File: config.mk
export PLATFORM = sky130hd
export DESIGN_NAME = payload_engine_ctrl_flat
export DESIGN_NICKNAME = d
export VERILOG_FILES = /design/src/rtl/payload_engine_ctrl_if.sv /design/src/rtl/payload_engine_ctrl.sv /design/src/flat_wrapper.sv
export SDC_FILE = /design/constraint.sdc
export NUM_CORES = 1
export LEC_CHECK = 0
export ABC_CLOCK_PERIOD_IN_PS = 3410
export BUFFER_PORTS_ARGS = -buffer_cell sky130_fd_sc_hd__buf_4
export CAP_MARGIN = 20
export CORE_MARGIN = 10
export CORE_UTILIZATION = 54
export DETAILED_ROUTE_END_ITERATION = 8
export HOLD_SLACK_MARGIN = 0.05
export PLACE_DENSITY_LB_ADDON = 0.12
export RECOVER_POWER = 100
export SETUP_SLACK_MARGIN = 0.05
export SYNTH_ARGS = -nofsm -noshare
export SYNTH_HDL_FRONTEND = slang
export SYNTH_SLANG_ARGS = --single-unit
File: constraint.sdc
create_clock -name clk -period 3.41 [get_ports clk]
set_input_delay 0.8525 -clock clk [delete_from_list [all_inputs] [get_ports clk]]
set_output_delay 0.8525 -clock clk [all_outputs]
set_load 0.01 [all_outputs]
File: src/rtl/payload_engine_ctrl_if.sv
// Byte stream, engine-bank and result signals of the payload engine sequencer.
// slave is the sequencer's view, master is the surrounding environment's.
interface payload_engine_ctrl_if #(
    parameter int NUM_ENGINES = 32,
    parameter int CNT_W       = 16
);
    logic [7:0]             s_tdata;
    logic                   s_tvalid;
    logic                   s_tlast;
    logic                   s_tready;
    logic [7:0]             char_data;
    logic                   en;
    logic                   sod;
    logic [NUM_ENGINES-1:0] eng_match;
    logic                   m_valid;
    logic                   m_ready;
    logic [NUM_ENGINES-1:0] m_match;
    logic [CNT_W-1:0]       m_bytes;
    logic                   m_trunc;

    modport master (
        output s_tdata, s_tvalid, s_tlast, eng_match, m_ready,
        input  s_tready, char_data, en, sod,
        input  m_valid, m_match, m_bytes, m_trunc
    );

    modport slave (
        input  s_tdata, s_tvalid, s_tlast, eng_match, m_ready,
        output s_tready, char_data, en, sod,
        output m_valid, m_match, m_bytes, m_trunc
    );
endinterface

File: src/rtl/payload_engine_ctrl.sv
// Feeds one packet at a time into a regex engine bank: clear, stream,
// wait for the engine pipeline to drain, then report the match vector.
module payload_engine_ctrl #(
    parameter int NUM_ENGINES  = 32,
    parameter int DRAIN_CYCLES = 2,
    parameter int MAX_BYTES    = 1500,
    parameter int CNT_W        = 16
) (
    input logic clk,
    input logic rst,
    payload_engine_ctrl_if.slave bus
);
    typedef enum logic [2:0] {
        IDLE,
        CLEAR,
        STREAM,
        DRAIN,
        REPORT
    } state_t;

    localparam logic [CNT_W-1:0] MAX_C   = CNT_W'(MAX_BYTES);
    localparam logic [3:0]       DRAIN_C = 4'(DRAIN_CYCLES);

    state_t           state;
    state_t           state_nxt;
    logic [CNT_W-1:0] byte_cnt;
    logic [3:0]       drain_cnt;
    logic             trunc;
    logic             accept;
    logic             drain_done;

    assign accept     = bus.s_tvalid && bus.s_tready;
    assign drain_done = (drain_cnt == DRAIN_C);

    always_ff @(posedge clk) begin
        if (rst) state <= IDLE;
        else     state <= state_nxt;
    end

    always_comb begin
        state_nxt    = state;
        bus.s_tready = 1'b0;
        bus.sod      = 1'b0;
        bus.m_valid  = 1'b0;
        unique case (state)
            IDLE: begin
                if (bus.s_tvalid) state_nxt = CLEAR;
            end
            CLEAR: begin
                bus.sod   = 1'b1;
                state_nxt = STREAM;
            end
            STREAM: begin
                bus.s_tready = 1'b1;
                if (bus.s_tvalid && bus.s_tlast) state_nxt = DRAIN;
            end
            DRAIN: begin
                if (drain_done) state_nxt = REPORT;
            end
            REPORT: begin
                bus.m_valid = 1'b1;
                if (bus.m_ready) state_nxt = IDLE;
            end
            default: state_nxt = IDLE;
        endcase
    end

    // drain_cnt is 0 in the final byte's en cycle, so the sample lands
    // DRAIN_CYCLES cycles after the last en.
    always_ff @(posedge clk) begin
        if (rst) begin
            bus.char_data <= '0;
            bus.en        <= 1'b0;
            bus.m_match   <= '0;
            bus.m_bytes   <= '0;
            bus.m_trunc   <= 1'b0;
            byte_cnt      <= '0;
            drain_cnt     <= '0;
            trunc         <= 1'b0;
        end else begin
            bus.en <= accept && (byte_cnt < MAX_C);
            if (accept) bus.char_data <= bus.s_tdata;

            if (state == CLEAR) begin
                byte_cnt <= '0;
                trunc    <= 1'b0;
            end else if (accept) begin
                if (byte_cnt != '1) byte_cnt <= byte_cnt + 1'b1;
                if (byte_cnt >= MAX_C) trunc <= 1'b1;
            end

            if (state != DRAIN)   drain_cnt <= '0;
            else if (!drain_done) drain_cnt <= drain_cnt + 1'b1;

            if (state == DRAIN && drain_done) begin
                bus.m_match <= bus.eng_match;
                bus.m_bytes <= byte_cnt;
                bus.m_trunc <= trunc;
            end
        end
    end
endmodule
File: src/flat_wrapper.sv
// flat-port wrapper written by rule: the top's interface ports become plain ports
module payload_engine_ctrl_flat 
#(
    parameter int NUM_ENGINES  = 32,
    parameter int DRAIN_CYCLES = 2,
    parameter int MAX_BYTES    = 1500,
    parameter int CNT_W        = 16
)
  (clk, rst, bus_s_tdata, bus_s_tvalid, bus_s_tlast, bus_eng_match, bus_m_ready, bus_s_tready, bus_char_data, bus_en, bus_sod, bus_m_valid, bus_m_match, bus_m_bytes, bus_m_trunc);
  payload_engine_ctrl_if #(.NUM_ENGINES(NUM_ENGINES), .CNT_W(CNT_W)) bus_i ();
  input logic clk;
  input logic rst;
  input wire logic [$bits(bus_i.s_tdata)-1:0] bus_s_tdata;
  input wire logic [$bits(bus_i.s_tvalid)-1:0] bus_s_tvalid;
  input wire logic [$bits(bus_i.s_tlast)-1:0] bus_s_tlast;
  input wire logic [$bits(bus_i.eng_match)-1:0] bus_eng_match;
  input wire logic [$bits(bus_i.m_ready)-1:0] bus_m_ready;
  output wire logic [$bits(bus_i.s_tready)-1:0] bus_s_tready;
  output wire logic [$bits(bus_i.char_data)-1:0] bus_char_data;
  output wire logic [$bits(bus_i.en)-1:0] bus_en;
  output wire logic [$bits(bus_i.sod)-1:0] bus_sod;
  output wire logic [$bits(bus_i.m_valid)-1:0] bus_m_valid;
  output wire logic [$bits(bus_i.m_match)-1:0] bus_m_match;
  output wire logic [$bits(bus_i.m_bytes)-1:0] bus_m_bytes;
  output wire logic [$bits(bus_i.m_trunc)-1:0] bus_m_trunc;
  assign bus_i.s_tdata = bus_s_tdata;
  assign bus_i.s_tvalid = bus_s_tvalid;
  assign bus_i.s_tlast = bus_s_tlast;
  assign bus_i.eng_match = bus_eng_match;
  assign bus_i.m_ready = bus_m_ready;
  assign bus_s_tready = bus_i.s_tready;
  assign bus_char_data = bus_i.char_data;
  assign bus_en = bus_i.en;
  assign bus_sod = bus_i.sod;
  assign bus_m_valid = bus_i.m_valid;
  assign bus_m_match = bus_i.m_match;
  assign bus_m_bytes = bus_i.m_bytes;
  assign bus_m_trunc = bus_i.m_trunc;
  payload_engine_ctrl #(.NUM_ENGINES(NUM_ENGINES), .DRAIN_CYCLES(DRAIN_CYCLES), .MAX_BYTES(MAX_BYTES), .CNT_W(CNT_W)) u_core (.clk(clk), .rst(rst), .bus(bus_i));
endmodule
; ---- After elaboration in Yosys (flattened, before gate mapping)
; Cells that the tools add are included.
[totals]
reg_bits = 82
inputBits = 45
out_inout_bits = 61
elab_cells = 42
[classes]
n_addsub = 2
magnitude_cmp = 2
eq_ne = 11
mux = 8
n_reduce_logical = 10
[op_table]
columns = operator, count
row1 = $add 16x1->16 const B, 1
row2 = $ge 16x11->1 const B, 1
row3 = $lt 16x11->1 const B, 1
row4 = $ne 16x16->1 const B, 1
row5 = $pmux 3 s5, 1
row6 = $mux 3, 4
row7 = $eq 3x2->1 const B, 2
row8 = $add 4x1->4 const B, 1
row9 = $eq 4x2->1 const B, 1
row10 = $logic_and 1x1->1, 4
row11 = $ne 2x1->1 const B, 2
row12 = $ne 2x2->1 const B, 2
row13 = $reduce_and 2->1, 2
row14 = $reduce_and 4->1, 1
row15 = $reduce_or 2->1, 2
row16 = $eq 3x1->1 const B, 1
row17 = $eq 3x3->1 const B, 1
row18 = $logic_not 3->1, 1
row19 = $mux 1, 3
row20 = $ne 3x2->1 const B, 1

; ---- Depth between registers and ports, before layout
[logic_depth]
ltp_word = 4
mapped_depth = 9
mapped_depth_nobuf = 6

; ---- Least setup slack after synthesis
; No wires, ideal clock.
[synth_path]
path_kind = input to register
startpoint = input rst
endpoint = register u_core.byte_cnt[3]
setup_time_ns = 0.059
arrival_ns = 1.909
required_ns = 3.351
path_slack_ns = 1.442
path_stages = 5
path_cell_list = clkbuf_1 or2_0 clkbuf_1 or4_1 nand2_1
[synth_via]
elab_chain_cells = 1
[synth_rtl]
columns = element, line_no
row1 = "start, declared", flat_wrapper.sv:12  ; input logic rst;
row2 = $reduce_or 2->1 (no source line), --
row3 = "end signal, assigned", payload_engine_ctrl.sv:88  ; if (byte_cnt != '1) byte_cnt <= byte_cnt + 1'b1;
row4 = "end, declared", payload_engine_ctrl.sv:26  ; logic [CNT_W-1:0] byte_cnt;
; Every way passes these cells.
; A chain may end at the register's enable or synchronous reset.

; ---- Worst setup path after layout
; Same ends and word-level chain as after synthesis.

==> qor.yml <==
critical_path:
  cp_slowest_stage_delay_ps: 770
  path_buf_inv: 1
  end_kind: "flip-flop"
  crit_type: "in -> reg"
  r2r-end: "u_core.bus.m_match[17]"
  cp_max_fo: 63
  reg2reg_from: "u_core.drain_cnt[0]"
  required_ps: 3690
  rr_worst_depth: 7
  regToRegSetupSlack_ps: 880
  worst_path_max_delay_cell: "or2_0"
  cp-start-kind: "primary input"
  path_delay_family: "simple AND/OR/NAND/NOR gates"
  crit_cells: 4
  arrival_ps: 2980
  cp_cell_sequence: "clkbuf_2, or2_0, or4_1, nand2_1"
cts:
  cts_buffers: 9
  cts_root_buffer: "clkbuf_8"
  post_cts_buffers: 0
  clk_pin_slew_ps: 80
  clkSinkCount: 82
  insertion_delay_ps: 340
  cts_resized: 0
  h-tree-depth: 3
  cts_tree: "built"
  ctsHoldBuffers: 0
  cts.path.max_buffers: 2
hold_path:
  worstHoldStart: "u_core.bus.m_match[18]"
  min_path_cells: 2
  hold_path_end: "u_core.bus.m_match[18]"
  hold_path.class: "reg -> reg"
layout:
  final_layout_size_suffix_gt1_share_pct: 13.7
  nFillCells: 573
  final_common_cell: "nand2_1"
  antenna_cells: 0
  mostFrequentLayoutCells: "nand2_1 (125), dfxtp_1 (82), a21oi_1 (71)"
  syn2layout_area_growth_pct: 21.8
  stdcell_area_um2: 4000
  nets: 544
sta:
  setup_viol: 0
  timing.final.crit_period_ps: 2690
  worstMarginPinSlew_ps: 1260
  rsz0062_at_grt: "false"
  final_max_slew_viol_count: 0
  slew_headroom_pct: 15.7
  skew_ps: 6.33
  fmax_ghz: 0.371
  final.period_utilization_pct: 79.0
  setup_tns_ps: 0
  hold_viol: 0
logic_synthesis:
  synthAdderAreaFrac_pct: 1.53
  synth_top_family_by_area: "simple AND/OR/NAND/NOR gates"
  synthMuxAreaShare_pct: 0
  synth.yosys.warnings: 0
  synth_simple_gate_area_share_pct: 26.7
  synthXorXnorAreaFrac_pct: 0.801
  ys_ff_latch: 82
  synth_compound_area_share_pct: 16.7
  syn_inst: 401
  synth_nets: 450
  avgSynthCellArea_um2: 8.18
  synth-edff-count: 0
  ys_types: 41
  yosysSeqAreaShare_pct: 50.1
  ys_async_sr_fraction_pct: 0
  synth.cell_area_um2: 3280
  synthFlopType: "dfxtp_1"
route:
  drt_pass1_iterations: 4
  num_vias: 3068
  postRouteAntennaNets: 0
  drc: 0
  wl_per_cell_um: 15.4
  drt_wl_total_um: 8850
  first_iter_violations: 106
  viasPerCell: 5.35
power:
  finalPower_w: 0.00165
  comb_power_share_pct: 5.0
  p_switching_w: 0.000374
  seq_power_share_pct: 58.6
  power.share.clock_pct: 36.4
  ir_worst_vdd_mv: 0.325
  p_leak_nw: 1.38
  p_per_area_nw_per_um2: 414
  p_sw_share_pct: 22.6
  p_int_w: 0.00128
floorplan:
  rows: 28
  coreArea_um2: 5920
  die_h_um: 97.9
  io_pins: 106
  die_area_um2: 9590
  initial_core_util_pct: 55.4
  die_w_um: 97.9
outcome:
  status: "completed"
global_routing:
  grt.total_usage_pct: 17.3
  grt_pass1_wl_um: 14000
  grt_max_degree: 64
  grt-ovfl-total: 0
  grt_pass1_vias: 2808
  grt_antenna_before_repair: 0
placement:
  place_area_um2: 4070
  dp_hpwl_um: 6350
  routabilityCongestion: 0.823
  portBuffers: 105
job:
  cap_violations: 0
## layout make-up
cell class	count	area, um2	area share [%]
sequential	82	1640	41.1
multi-input combinational	289	1500	37.6
clock buffer	11	141	3.54
tap	75	93.8	2.35
timing repair buffer	108	581	14.5
clock inverter	3	17.5	0.438
inverter	5	18.8	0.470
## sequential cells by signal, indices dropped and copies added (netlist names)
name,flops
u_core.bus.char_data,8
u_core.bus.en,1
u_core.bus.m_bytes,16
u_core.bus.m_match,32
u_core.bus.m_trunc,1
u_core.byte_cnt,16
u_core.drain_cnt,4
u_core.state,3
u_core.trunc,1
## stage by stage
step	worst slack (ps)	hold WS (ps)	utilization [%]	cells
2_1_floorplan	1440	432	-	401
3_3_place_gp	916	442	68.8	559
3_5_place_dp	866	448	68.8	559
4_1_cts	1180	459	71.4	573
5_1_grt	583	476	67.5	573
6_report	716	455	67.5	573
## synthesized netlist by cell type (5+ instances only)
| cell | number | area share [%] |
|---|---|---|
| nand2_1 | 125 | 14 |
| dfxtp_1 | 82 | 50 |
| a21oi_1 | 71 | 11 |
| clkbuf_1 | 17 | 1.9 |
| nand3_1 | 10 | 1.5 |
| or4_1 | 9 | 2.1 |
| nor2_1 | 8 | 0.92 |
| o31ai_1 | 8 | 1.8 |
| o21ai_0 | 6 | 0.92 |
| or3_1 | 6 | 1.1 |
| inv_1 | 5 | 0.57 |
## cell families (layout without fill, tap and decap cells)
| kind of cell | after synthesis | count (layout) |
|---|---|---|
| compound gates | 96 | 96 |
| xor+xnor | 3 | 3 |
| fa+ha+maj | 4 | 4 |
| buf+inv | 30 | 127 |
| flops | 82 | 82 |
| simple gates | 186 | 186 |
## routing by layer
metal	share of wire, %	global-route usage, %	vias up
li1	-	-	1560
met1	45	21.0	1411
met2	49	29.1	85
met3	5.0	4.86	12
met4	1.1	4.92	0
met5	0	0	-
## power groups by stage
stage	Sequential, W	Clock [W]	Combinational, W
floorplan	0.000990	0	0.0000364
global placement	0.000990	0	0.0000863
detailed placement	0.000991	0	0.0000873
CTS	0.000968	0.000613	0.0000875
global route	0.000969	0.000644	0.0000915
finish	0.000968	0.000602	0.0000831
## worst max path at each step
stage,slack (ps),end,from
5_1_grt,580,u_core.bus.m_match[23],u_core.drain_cnt[0]
2_1_floorplan,1440,u_core.byte_cnt[3],rst
3_5_place_dp,870,u_core.trunc,rst
6_report,720,u_core.byte_cnt[3],rst
4_1_cts,1180,bus_sod,u_core.state[0]
3_3_place_gp,920,u_core.trunc,rst
## worst min-delay path, delay by kind of cell (launching register included)
kind / cells / cell delay, ps
compound gates: 1 / 50
flops: 1 / 310
simple gates: 1 / 50
Note: power is estimated with default switching activity, not from simulation.
